$ cat src/rtl/memory_arbiter_if.sv
// -----------------------------------------------------------------------------
// reset_if
//   Reset bundle shared by the arbiter and the memory side.
//   rst_n : asynchronous, active-low reset
// -----------------------------------------------------------------------------
interface reset_if;
    logic rst_n;

    modport sink   (input  rst_n);
    modport source (output rst_n);
endinterface

$ cat src/rtl/memory_arbiter.sv
// -----------------------------------------------------------------------------
// memory_arbiter
//   Two-to-one round-robin arbiter. It merges the instruction-cache (port 0)
//   and data-cache (port 1) memory request streams into one request toward
//   main memory, with a single outstanding transaction. The granted request
//   is latched so the memory side sees stable fields for the whole access.
//
// Ports
//   clk                       system clock, rising edge
//   rst_if                    reset bundle (rst_n: asynchronous, active-low)
//   pN_valid/op/size/addr/wdata  request from port N (op: 0 rd, 1 wr)
//   pN_fulfilled, pN_rdata    one-cycle completion pulse and read data
//   hmem_valid/op/size/addr/wdata  latched request toward memory
//   hmem_fulfilled, hmem_rdata     memory completion pulse and read data
//   stall_cnt0/1              per-port stall cycle counters
//
// Build option
//   MEM_ARB_STALL_CNT_EN : when defined, saturating stall counters are built;
//                          otherwise stall_cnt0/1 are tied to zero.
// -----------------------------------------------------------------------------
module memory_arbiter #(
    parameter int XLEN = 32
) (
    input  logic            clk,
    reset_if.sink           rst_if,
    input  logic            p0_valid,
    input  logic            p0_op,
    input  logic [1:0]      p0_size,
    input  logic [XLEN-1:0] p0_addr,
    input  logic [XLEN-1:0] p0_wdata,
    output logic            p0_fulfilled,
    output logic [XLEN-1:0] p0_rdata,
    input  logic            p1_valid,
    input  logic            p1_op,
    input  logic [1:0]      p1_size,
    input  logic [XLEN-1:0] p1_addr,
    input  logic [XLEN-1:0] p1_wdata,
    output logic            p1_fulfilled,
    output logic [XLEN-1:0] p1_rdata,
    output logic            hmem_valid,
    output logic            hmem_op,
    output logic [1:0]      hmem_size,
    output logic [XLEN-1:0] hmem_addr,
    output logic [XLEN-1:0] hmem_wdata,
    input  logic            hmem_fulfilled,
    input  logic [XLEN-1:0] hmem_rdata,
    output logic [31:0]     stall_cnt0,
    output logic [31:0]     stall_cnt1
);

    typedef enum logic [1:0] {
        IDLE = 2'd0,
        BUSY = 2'd1,
        RESP = 2'd2
    } state_e;

    logic rst_n;
    assign rst_n = rst_if.rst_n;

    state_e            state_q, state_d;
    logic              owner_q, owner_d;
    logic              last_grant_q, last_grant_d;
    logic              op_q, op_d;
    logic [1:0]        size_q, size_d;
    logic [XLEN-1:0]   addr_q, addr_d;
    logic [XLEN-1:0]   wdata_q, wdata_d;
    logic [XLEN-1:0]   rdata_q, rdata_d;

    logic              grant_en;
    logic              grant_port;

    always_comb begin
        state_d      = state_q;
        owner_d      = owner_q;
        last_grant_d = last_grant_q;
        op_d         = op_q;
        size_d       = size_q;
        addr_d       = addr_q;
        wdata_d      = wdata_q;
        rdata_d      = rdata_q;
        grant_en     = 1'b0;
        grant_port   = 1'b0;

        case (state_q)
            IDLE: begin
                // On a tie the port that did not win last time is served.
                if (p0_valid && p1_valid) begin
                    grant_en   = 1'b1;
                    grant_port = ~last_grant_q;
                end else if (p0_valid) begin
                    grant_en   = 1'b1;
                    grant_port = 1'b0;
                end else if (p1_valid) begin
                    grant_en   = 1'b1;
                    grant_port = 1'b1;
                end

                if (grant_en) begin
                    owner_d      = grant_port;
                    last_grant_d = grant_port;
                    op_d         = grant_port ? p1_op    : p0_op;
                    size_d       = grant_port ? p1_size  : p0_size;
                    addr_d       = grant_port ? p1_addr  : p0_addr;
                    wdata_d      = grant_port ? p1_wdata : p0_wdata;
                    state_d      = BUSY;
                end
            end
            BUSY: begin
                if (hmem_fulfilled) begin
                    rdata_d = hmem_rdata;
                    state_d = RESP;
                end
            end
            RESP: begin
                state_d = IDLE;
            end
            default: begin
                state_d = IDLE;
            end
        endcase
    end

    always_ff @(posedge clk or negedge rst_n) begin
        if (!rst_n) begin
            state_q      <= IDLE;
            owner_q      <= 1'b0;
            last_grant_q <= 1'b1;
            op_q         <= 1'b0;
            size_q       <= '0;
            addr_q       <= '0;
            wdata_q      <= '0;
            rdata_q      <= '0;
        end else begin
            state_q      <= state_d;
            owner_q      <= owner_d;
            last_grant_q <= last_grant_d;
            op_q         <= op_d;
            size_q       <= size_d;
            addr_q       <= addr_d;
            wdata_q      <= wdata_d;
            rdata_q      <= rdata_d;
        end
    end

    assign hmem_valid   = (state_q == BUSY);
    assign hmem_op      = op_q;
    assign hmem_size    = size_q;
    assign hmem_addr    = addr_q;
    assign hmem_wdata   = wdata_q;

    assign p0_fulfilled = (state_q == RESP) && !owner_q;
    assign p1_fulfilled = (state_q == RESP) &&  owner_q;
    assign p0_rdata     = rdata_q;
    assign p1_rdata     = rdata_q;

`ifdef MEM_ARB_STALL_CNT_EN
    logic [31:0] stall_cnt0_q, stall_cnt0_d;
    logic [31:0] stall_cnt1_q, stall_cnt1_d;
    logic        stall0;
    logic        stall1;

    function automatic logic [31:0] sat_inc(input logic [31:0] v);
        return (v == 32'hFFFF_FFFF) ? v : v + 32'd1;
    endfunction

    // A waiting port stalls when it loses the IDLE grant, or while the
    // other port owns the arbiter in BUSY/RESP.
    always_comb begin
        stall0       = p0_valid && ((grant_en &&  grant_port) ||
                                    (state_q != IDLE &&  owner_q));
        stall1       = p1_valid && ((grant_en && !grant_port) ||
                                    (state_q != IDLE && !owner_q));
        stall_cnt0_d = stall0 ? sat_inc(stall_cnt0_q) : stall_cnt0_q;
        stall_cnt1_d = stall1 ? sat_inc(stall_cnt1_q) : stall_cnt1_q;
    end

    always_ff @(posedge clk or negedge rst_n) begin
        if (!rst_n) begin
            stall_cnt0_q <= '0;
            stall_cnt1_q <= '0;
        end else begin
            stall_cnt0_q <= stall_cnt0_d;
            stall_cnt1_q <= stall_cnt1_d;
        end
    end

    assign stall_cnt0 = stall_cnt0_q;
    assign stall_cnt1 = stall_cnt1_q;
`else
    assign stall_cnt0 = 32'd0;
    assign stall_cnt1 = 32'd0;
`endif

endmodule

$ cat src/flat_wrapper.sv
// flat-port wrapper written by rule: the top's interface ports become plain ports
module memory_arbiter_flat 
#(
    parameter int XLEN = 32
)
  (clk, p0_valid, p0_op, p0_size, p0_addr, p0_wdata, p0_fulfilled, p0_rdata, p1_valid, p1_op, p1_size, p1_addr, p1_wdata, p1_fulfilled, p1_rdata, hmem_valid, hmem_op, hmem_size, hmem_addr, hmem_wdata, hmem_fulfilled, hmem_rdata, stall_cnt0, stall_cnt1, rst_if_rst_n);
  reset_if rst_if_i ();
  input  logic clk;
  input  logic p0_valid;
  input  logic p0_op;
  input  logic [1:0] p0_size;
  input  logic [XLEN-1:0] p0_addr;
  input  logic [XLEN-1:0] p0_wdata;
  output logic p0_fulfilled;
  output logic [XLEN-1:0] p0_rdata;
  input  logic p1_valid;
  input  logic p1_op;
  input  logic [1:0] p1_size;
  input  logic [XLEN-1:0] p1_addr;
  input  logic [XLEN-1:0] p1_wdata;
  output logic p1_fulfilled;
  output logic [XLEN-1:0] p1_rdata;
  output logic hmem_valid;
  output logic hmem_op;
  output logic [1:0] hmem_size;
  output logic [XLEN-1:0] hmem_addr;
  output logic [XLEN-1:0] hmem_wdata;
  input  logic hmem_fulfilled;
  input  logic [XLEN-1:0] hmem_rdata;
  output logic [31:0] stall_cnt0;
  output logic [31:0] stall_cnt1;
  input wire logic [$bits(rst_if_i.rst_n)-1:0] rst_if_rst_n;
  assign rst_if_i.rst_n = rst_if_rst_n;
  memory_arbiter #(.XLEN(XLEN)) u_core (.clk(clk), .rst_if(rst_if_i), .p0_valid(p0_valid), .p0_op(p0_op), .p0_size(p0_size), .p0_addr(p0_addr), .p0_wdata(p0_wdata), .p0_fulfilled(p0_fulfilled), .p0_rdata(p0_rdata), .p1_valid(p1_valid), .p1_op(p1_op), .p1_size(p1_size), .p1_addr(p1_addr), .p1_wdata(p1_wdata), .p1_fulfilled(p1_fulfilled), .p1_rdata(p1_rdata), .hmem_valid(hmem_valid), .hmem_op(hmem_op), .hmem_size(hmem_size), .hmem_addr(hmem_addr), .hmem_wdata(hmem_wdata), .hmem_fulfilled(hmem_fulfilled), .hmem_rdata(hmem_rdata), .stall_cnt0(stall_cnt0), .stall_cnt1(stall_cnt1));
endmodule
$ cat config.mk
export PLATFORM = sky130hd
export DESIGN_NAME = memory_arbiter_flat
export DESIGN_NICKNAME = d
export VERILOG_FILES = /design/src/rtl/memory_arbiter_if.sv /design/src/rtl/memory_arbiter.sv /design/src/flat_wrapper.sv
export SDC_FILE = /design/constraint.sdc
export NUM_CORES = 1
export LEC_CHECK = 0
export BUFFER_PORTS_ARGS = -buffer_cell sky130_fd_sc_hd__buf_2
export CAP_MARGIN = 20
export CORE_AREA = 2 2 144 146
export DETAILED_ROUTE_END_ITERATION = 6
export DIE_AREA = 0 0 146 148
export SYNTH_ARGS = -nofsm -noshare
export SYNTH_HDL_FRONTEND = slang
export SYNTH_SLANG_ARGS = --single-unit
$ cat constraint.sdc
create_clock -name clk -period 2.06 [get_ports clk]
set_input_delay 0.412 -clock clk [delete_from_list [all_inputs] [get_ports clk]]
set_output_delay 0.412 -clock clk [all_outputs]
set_load 0.01 [all_outputs]
==> results of run 1 <==
==> cells in the mapped netlist, drive strengths merged, types with 2 or more instances <==
library cell / n / area (sq um)
dfrtp: 102 / 2552
mux2: 166 / 1941
inv: 2 / 7.510
clkbuf: 6 / 22.52
buf: 108 / 799.5
o21ai: 2 / 10.00
==> what timing repair did <==
| action | in CTS | in global routing |
|---|---|---|
| endpoints found under the hold margin | 12 | 0 |
| hold buffers | 1 | 0 |
| setup buffers | 0 | 0 |
==> sequential cells by signal (all words and copies together) (netlist names) <==
register,count
u_core.p0_rdata,32
u_core.state_q,2
u_core.hmem_wdata,32
u_core.last_grant_q,1
u_core.hmem_size,2
u_core.owner_q,1
u_core.hmem_op,1
u_core.hmem_addr,32
==> logic make-up after synthesis <==
kind of cell           Yosys count
other                            1
and+or+nand+nor                  6
DFF                            103
buffers and inverters          116
AOI/OAI and AO/OA                6
muxes                          166
==> metal layers <==
layer  vias up  part of all wire [%]
met5         -                 0.080
met4         2                   1.5
met3        15                    10
met2       230                    50
met1      1801                    38
li1       1752                     -
==> cell type report <==
class	instances	area, sq um	share of cell area (%)
sequential	103	2579	35.83
multi-input combinational	242	2272	31.57
timing repair buffer	315	1684	23.40
tap	270	337.8	4.694
clock buffer	9	225.2	3.129
clock inverter	7	91.34	1.269
inverter	2	7.507	0.1043
==> worst max-delay path, stage by stage, from the launching register on <==
cell	delay (ns)
dfstp_2	0.55
a21bo_4	0.28
buf_12	0.22
mux2_2	0.35
mux2_2	0.26
==> worst paths after layout <==
check                      slack [ns]  cells after the start                               end
max reg2reg                      0.28                      4   u_core.hmem_addr[0]$_DFFE_PN0P_
min                              0.27                      2     u_core.state_q[0]$_DFFE_PN0P_
min in group asynchronous        0.48                      2   u_core.hmem_size[0]$_DFFE_PN0P_
max                              0.28                      4   u_core.hmem_addr[0]$_DFFE_PN0P_
max in group asynchronous        1.03                      3   u_core.p0_rdata[29]$_DFFE_PN0P_
min reg2reg                      0.50                      1  u_core.hmem_addr[20]$_DFFE_PN0P_
==> report_power, final <==
| group | leakage (nW) | internal [mW] | switching, mW |
|---|---|---|---|
| clock | 0.151 | 0.972 | 0.851 |
| sequential | 1.21 | 3.07 | 0.573 |
| combinational | 2.31 | 2.44 | 2.19 |
| total | 3.67 | 6.48 | 3.61 |
==> results.md, run 1 <==
- CP required: 2.30 ns
- Main combinational cell family by area after synthesis: multiplexers
- CP Launch Point: u_core.last_grant_q$_DFFE_PN1P_
- Most frequent cells in the layout: buf_2, mux2_2, dfrtp_1, conb_1, mux2_4
- CTS H-tree lvls: 3
- FFs w/ async S/R, synth: 100.0%
- Clk_skew: about 0.015 ns
- FMAX: 0.5620 GHz
- Pre-CTS setup slack: 0.1981 ns
- Clock-pin slew on the worst setup and hold paths: 0.08 ns
- CTS tree: built
- GR Util met3: 4.198%
- Synth Cell Area: 5426 sq um
- Die W: 146 um
- Post-layout min period: 1.779 ns
- Drt first pass iters: 4
- Final Setup Violations: 0
- Placed cells: a little over 900
- Leak: 3.669 nW
- Post-synthesis compound-gate area fraction: 0.7148%
- # DRC: 0
- HP Start: hmem_fulfilled
- Reg-to-reg critical path startpoint: u_core.last_grant_q$_DFFE_PN1P_
- RSZ-0062 raised after global routing: false
- # port buffers: 304
- Max Cap Viol: 0
- Crit path max fanout: 21
- Initial antenna violation count: 2
- Critical Path End Type: flip-flop
- Design Power: a little over 10 mW
- Core Rows: 52
- Clock tree buffer depth: 2
- Synth unique cells: 22
- Met1 Use GR: 13.87%
- Ports: 369
- Post-synthesis register bit count: 103
- Latest clock arrival within the worst-skew pair: between 0.3 and 0.4 ns
- HP Class: in2reg
- Via count: 3800
- Mux share of post-synthesis cell area: 35.76%
- Critical Path AT: 2.02 ns
- Iter 0 DRT Violations: 81
- First-pass GRT wire length: 20550 um
- Number of nets in the layout: 844
- Share of layout cells above drive strength 1: 73.60%
- Largest net degree at the start of global routing: 48
- Syn-to-layout area delta: 32.63%
- PostCTS Resize Cnt: 0
- Most common cell after layout, fill and taps aside: buf_2
- Num CTS Buffers: 9
- Critical path class: reg2reg
- Initial core utilization: 27.08%
- Post-route setup slack: 0.2806 ns
- Sequential-to-total area share from yosys stat: 47.52%
- Endpoints failing hold: 0
- Run status: complete, no violations
- Synth Warn #: 0
- Final instance area: 7197 sq um
- Routed vias/inst: 4.008
- Post-DP Area: 6870 sq um
- Post-Syn Area per Cell: 13.63 sq um
- Post-DP HPWL: 10830 um
- Hold_ws: 0.2725 ns
- Synth Flop Type: dfrtp_1
- ANT nets after route: 0
- CP Launch Type: flip-flop
- Fin crit share: between 80% and 90%
- Root buf cell: clkbuf_16
- All-Layer GR Usage: around 12%
- Max IR drop VDD: 0.6449 mV
- Slew Viols, Final: 0
- GPL Wtd Cong: 0.7147
- Layout Cells excl Fill: 948
- ANT cells: 0
- Total negative setup slack: 0 ns
- Simple-Gate Fraction of Synth Area: less than 1%
- CTS Sinks: ~100
- Drt total wl: 13680 um
- Grt peak-use layer: met2
- Die height: 148 um
- Vias in the first global route: 3792
- Met2 GRT Util: 21.32%
- Total grt overflow: 0
- Pwr dens: between 1000 and 1500 nW/um^2
- Core ar.: 20040 sq um
- Die area: 21610 sq um
- WL/cell: 14.43 um
- Number of flops mapped to enable cells by yosys: 0
- XOR/XNOR Fraction of Synth Area: 0%
- Fill cell count: 2021
- Synth Area in Adders: 0%
- Final Core Density: 35.91%
- Synth Instances: roughly 400
(Power assumes the default switching activity.)
==> inputs of run 2 (changes only) <==
--- a/config.mk
+++ b/config.mk
@@ -10,6 +10,7 @@
 export CORE_AREA = 2 2 144 146
 export DETAILED_ROUTE_END_ITERATION = 6
 export DIE_AREA = 0 0 146 148
+export PLACE_DENSITY_LB_ADDON = 0.12
 export SYNTH_ARGS = -nofsm -noshare
 export SYNTH_HDL_FRONTEND = slang
 export SYNTH_SLANG_ARGS = --single-unit
==> results.md, run 2 (synthesis results as in run 1) <==
- Syn-to-layout area delta: 31.50%
- Run status: complete, no violations
- Final Setup Violations: 0
- Placed cells: just over 900
- Slew margin rel.: 61.41%
- Total negative setup slack: 0 ns
- Final instance area: 7136 sq um
- HP Class: in2async
- Critical Path End Type: flip-flop
- CP max stage delay: between 0.5 and 0.6 ns
- Num CTS Buffers: 9
- Design Power: 10.05 mW
- Endpoints failing hold: 0
- Internal reg-to-reg setup slack: between 0.3 and 0.4 ns
- ANT cells: 0
- Slew Viols, Final: 0
- Buf+Inv Stages, Crit Path: 1
- Root buf cell: clkbuf_16
- Drt first pass iters: 4
- Post-DP HPWL: 10150 um
- Leak: 3.639 nW
- ANT nets after route: 0
- CP dominant cell by count: mux2_2
- Max IR drop VDD: 0.6041 mV
- Kind of cell adding the most delay to the critical path: multiplexers
- CTS Sinks: 103
- Via count: around 3800
- WL/cell: 14.38 um
- Met2 Wirelength: ~6400 um
- Post-DP Area: 6828 sq um
- All-Layer GR Usage: a little under an eighth
- Routed vias/inst: 4.005
- CP Launch Type: flip-flop
- Pwr dens: 1408 nW/um^2
- CTS H-tree lvls: 3
- Core ar.: 20040 sq um
- # DRC: 0
- Initial core utilization: a little over a quarter
- Iter 0 DRT Violations: 57
- CTS tree: built
- Ports: 369
- Max Cap Viol: 0
- Share of layout cells above drive strength 1: between 70% and 80%
- Worst slew pin tran: just under 0.6 ns
- PostCTS Resize Cnt: 0
- # port buffers: 304
- Drt total wl: 13550 um
- Slowest-stage cell, CP: dfstp_2
- Met3 WL: 1330 um
- Critical Path AT: between 1.5 and 2 ns
- Clock-pin slew on the worst setup and hold paths: roughly 0.07 ns
- GPL Wtd Cong: between 0.7 and 0.8
- Fin crit share: 84.37%
- CP required: 2.29 ns
- Clk_skew: 0.007621 ns
- Number of nets in the layout: roughly 840
- Die height: 148 um
- Most frequent cells in the layout: buf_2, mux2_2, dfrtp_1, conb_1, mux2_4
- Die W: 146 um
- Largest net degree at the start of global routing: 104
- Most common cell after layout, fill and taps aside: buf_2
- Hold-fix buffers at CTS: 0
- Total grt overflow: 0
- Highest Signal Layer: met4
- FMAX: 0.5754 GHz
- Vias in the first global route: just under 4000
- Clock tree buffer depth: 2
- Routed length on met1: about 5600 um
- Latest clock arrival within the worst-skew pair: 0.34 ns
- Post-layout min period: ~1.7 ns
- Setup Buffers After CTS: 0
- Worst-path cell chain: a21bo_4 -> buf_12 -> mux2_2 -> mux2_2
- Die area: 21610 sq um
- First-pass GRT wire length: a little over 20000 um
- Initial antenna violation count: 0
- Core Rows: 52
- Crit path max fanout: 46
- RSZ-0062 raised after global routing: false
- Critical path class: reg2reg
- Layout Cells excl Fill: 942
[run 2: cell types whose count changed in the layout (fill, tap and decap cells not counted), sizes merged]
cell and delta:
buf -4, dlygate4sd3 -1, inv -2, clkinv -1
clkbuf +2
[run 2: area by class of cell]
type / instances / area, sq um
Fill cell: 2053 / 12900
Sequential cell: 103 / 2579
Multi-Input combinational cell: 242 / 2272
Timing Repair Buffer: 310 / 1632
Tap cell: 270 / 337.8
Clock buffer: 11 / 252.7
Clock inverter: 4 / 55.05
Inverter: 2 / 7.507
[run 2: per-layer routing]
| metal | global-route usage (%) | vias up |
|---|---|---|
| met2 | 19.60 | 221 |
| li1 | - | 1742 |
| met4 | 4.369 | 0 |
| met1 | 14.70 | 1801 |
| met5 | 0 | - |
| met3 | 3.951 | 9 |
[run 2: per-stage QoR]
stage | utilization, % | setup slack (ns) | hold WS, ns
finish | 35.61 | 0.3220 | 0.1293
global route | 35.61 | 0.2624 | 0.1667
CTS | 35.61 | 0.3096 | 0.1539
detailed placement | 34.07 | 0.2472 | 0.4877
global placement | 34.07 | 0.2776 | 0.4820
floorplan | - | 0.3007 | 0.1164
[run 2: worst paths after layout]
kind                                                     to                              from  cells after the start
max                         u_core.hmem_size[1]$_DFFE_PN0P_   u_core.last_grant_q$_DFFE_PN1P_                      4
min reg2reg                u_core.hmem_addr[25]$_DFFE_PN0P_  u_core.hmem_addr[25]$_DFFE_PN0P_                      1
max reg2reg                 u_core.hmem_size[1]$_DFFE_PN0P_   u_core.last_grant_q$_DFFE_PN1P_                      4
max in group asynchronous   u_core.p0_rdata[14]$_DFFE_PN0P_                      rst_if_rst_n                      2
min in group clk              u_core.state_q[0]$_DFFE_PN0P_                    hmem_fulfilled                      2
min                        u_core.hmem_addr[22]$_DFFE_PN0P_                      rst_if_rst_n                      2
[run 2: where the power goes]
group          internal, mW  switching, mW
registers              3.08          0.598
logic                  2.42           2.18
clock network          1.01          0.771
==> inputs of run 3 (changes only) <==
==> constraint.sdc (replaced) <==
create_clock -name clk -period 1.74 [get_ports clk]
set_input_delay 0.348 -clock clk [delete_from_list [all_inputs] [get_ports clk]]
set_output_delay 0.348 -clock clk [all_outputs]
set_load 0.01 [all_outputs]
==> results.md, run 3 (synthesis results as in run 1) <==
- Critical Path End Type: flip-flop
- Die W: 146 um
- Clk_skew: 0.009904 ns
- Num CTS Buffers: 9
- Latest clock arrival within the worst-skew pair: about 0.34 ns
- Drt total wl: 14250 um
- Slowest-stage cell, CP: dfstp_2
- Final Setup Violations: 0
- Pwr dens: 1632 nW/um^2
- Initial antenna violation count: 2
- Max Cap Viol: 0
- Worst-case reg-to-reg path depth: 5
- All-Layer GR Usage: 12.49%
- Post-layout min period: roughly 1.7 ns
- Share of layout cells above drive strength 1: ~74%
- Leak: 3.752 nW
- Worst-path cell chain: a21bo_4 -> buf_4 -> buf_2 -> mux2_2 -> mux2_2
- FMAX: 0.5933 GHz
- Die area: about 22000 sq um
- CP max stage delay: 0.56 ns
- GPL Wtd Cong: 0.7714
- Core Rows: 52
- Iter 0 DRT Violations: 55
- CP dominant cell by count: mux2_2
- Core ar.: 20040 sq um
- Endpoints failing hold: 0
- Ports: around 370
- Post-DP HPWL: about 11000 um
- GR Util met3: 4.537%
- Final Core Density: 36.66%
- CP required: a little under 2 ns
- Pre-CTS setup slack: -0.04226 ns
- Die height: 148 um
- CTS Sinks: just over 100
- Syn-to-layout area delta: 35.39%
- Vias in the first global route: just under 4000
- CTS H-tree lvls: 3
- Fin crit share: 96.87%
- Critical path class: reg2reg
- Post-route setup slack: 0.05447 ns
- CP Launch Type: flip-flop
- Critical Path AT: between 1.5 and 2 ns
- Slew Viols, Final: 0
- Grt peak-use layer: met2
- Crit path max fanout: 4
- Root buf cell: clkbuf_16
- Clock tree buffer depth: 2
- CTS tree: built
- Max IR drop VDD: roughly 0.80 mV
- # port buffers: 304
- # DRC: 0
- Min-Delay Path Depth: 2
- First-pass GRT wire length: 21120 um
- Most frequent cells in the layout: buf_2, mux2_2, dfrtp_1, conb_1, mux2_4
- Internal reg-to-reg setup slack: approximately 0.054 ns
- Largest net degree at the start of global routing: between 50 and 60
- Total grt overflow: 0
- Met2 GRT Util: 21.49%
- Routed vias/inst: between 3 and 4
- Most common cell after layout, fill and taps aside: buf_2
- Drt first pass iters: 3
- RSZ-0062 raised after global routing: false
- WL/cell: 14.81 um
- Number of nets in the layout: approximately 860
- Run status: complete, no violations
- Clock-pin slew on the worst setup and hold paths: about 0.070 ns
- Via count: approximately 3800
- Met1 Use GR: between 10% and 20%
- ANT nets after route: 0
- Initial core utilization: between 20% and 30%
- HP Class: in2reg
[run 3: cell types whose count changed in the layout (fill, tap and decap cells not counted)]
cell | previous run | this run
inv_6 | 0 | 1
clkbuf_16 | 9 | 11
dlygate4sd3_1 | 0 | 1
clkbuf_8 | 2 | 1
diode_2 | 0 | 2
mux2_4 | 19 | 20
buf_2 | 303 | 304
a21bo_2 | 0 | 1
mux2_2 | 147 | 146
clkinv_4 | 2 | 1
buf_6 | 0 | 4
buf_12 | 5 | 7
clkbuf_1 | 0 | 1
buf_4 | 2 | 9
[run 3: final cells by class]
type | instances | area [sq um]
well taps | 270 | 337.8
repair buffers | 327 | 1834
multi-input cells | 243 | 2286
clock inverters | 4 | 55.05
clock buffers | 11 | 242.7
inverters | 2 | 7.507
fillers | 2030 | 12690
diodes | 2 | 5.005
flip-flops and latches | 103 | 2579
[run 3: final timing paths]
path | startpoint | to
min | hmem_fulfilled | u_core.state_q[0]$_DFFE_PN0P_
max | u_core.last_grant_q$_DFFE_PN1P_ | u_core.hmem_addr[29]$_DFFE_PN0P_
max in group asynchronous | rst_if_rst_n | u_core.last_grant_q$_DFFE_PN1P_
min in group asynchronous | rst_if_rst_n | u_core.hmem_addr[10]$_DFFE_PN0P_
min reg2reg | u_core.hmem_wdata[30]$_DFFE_PN0P_ | u_core.hmem_wdata[30]$_DFFE_PN0P_
max reg2reg | u_core.last_grant_q$_DFFE_PN1P_ | u_core.hmem_addr[29]$_DFFE_PN0P_
[run 3: what timing repair did]
item | CTS | global route
setup endpoints to repair | 34 | 36
setup buffers | 1 | 3
hold buffers | 1 | 0
hold endpoints to repair | 9 | 0
gates cloned | 0 | 5
pin swaps | 1 | 1
resized for setup | 1 | 3
[run 3: power breakdown]
group	leakage, nW	internal [mW]	switching (mW)
clock	0.142	1.16	0.887
sequential	1.21	3.64	0.693
combinational	2.40	3.00	2.60
[run 3: per-stage QoR]
stage | TNS [ns] | power, mW | instance area, sq um | hold slack, ns | instances
2_1_floorplan | 0 | 8.082 | 5668 | 0.05241 | 461
3_3_place_gp | 0 | 9.927 | 6900 | 0.2094 | 935
3_5_place_dp | -0.4782 | 9.970 | 6900 | 0.2094 | 935
4_1_cts | -0.1925 | 12.12 | 7219 | 0.1875 | 952
5_1_grt | 0 | 12.84 | 7342 | 0.2077 | 960
6_report | 0 | 11.99 | 7347 | 0.2108 | 962
[run 3: routing by layer]
metal / part of all wire, % / wire [um]
met5: 0.091 / 13
met1: 40 / 5694
met4: 1.4 / 194
met3: 10 / 1430
met2: 49 / 6918
[run 3: critical path, delay by kind of cell (launching register included)]
kind | cells | cell delay, ns
buffers and inverters | 2 | 0.29
multiplexers | 2 | 0.60
AO/OA/AOI/OAI | 1 | 0.14
flip-flops | 1 | 0.56
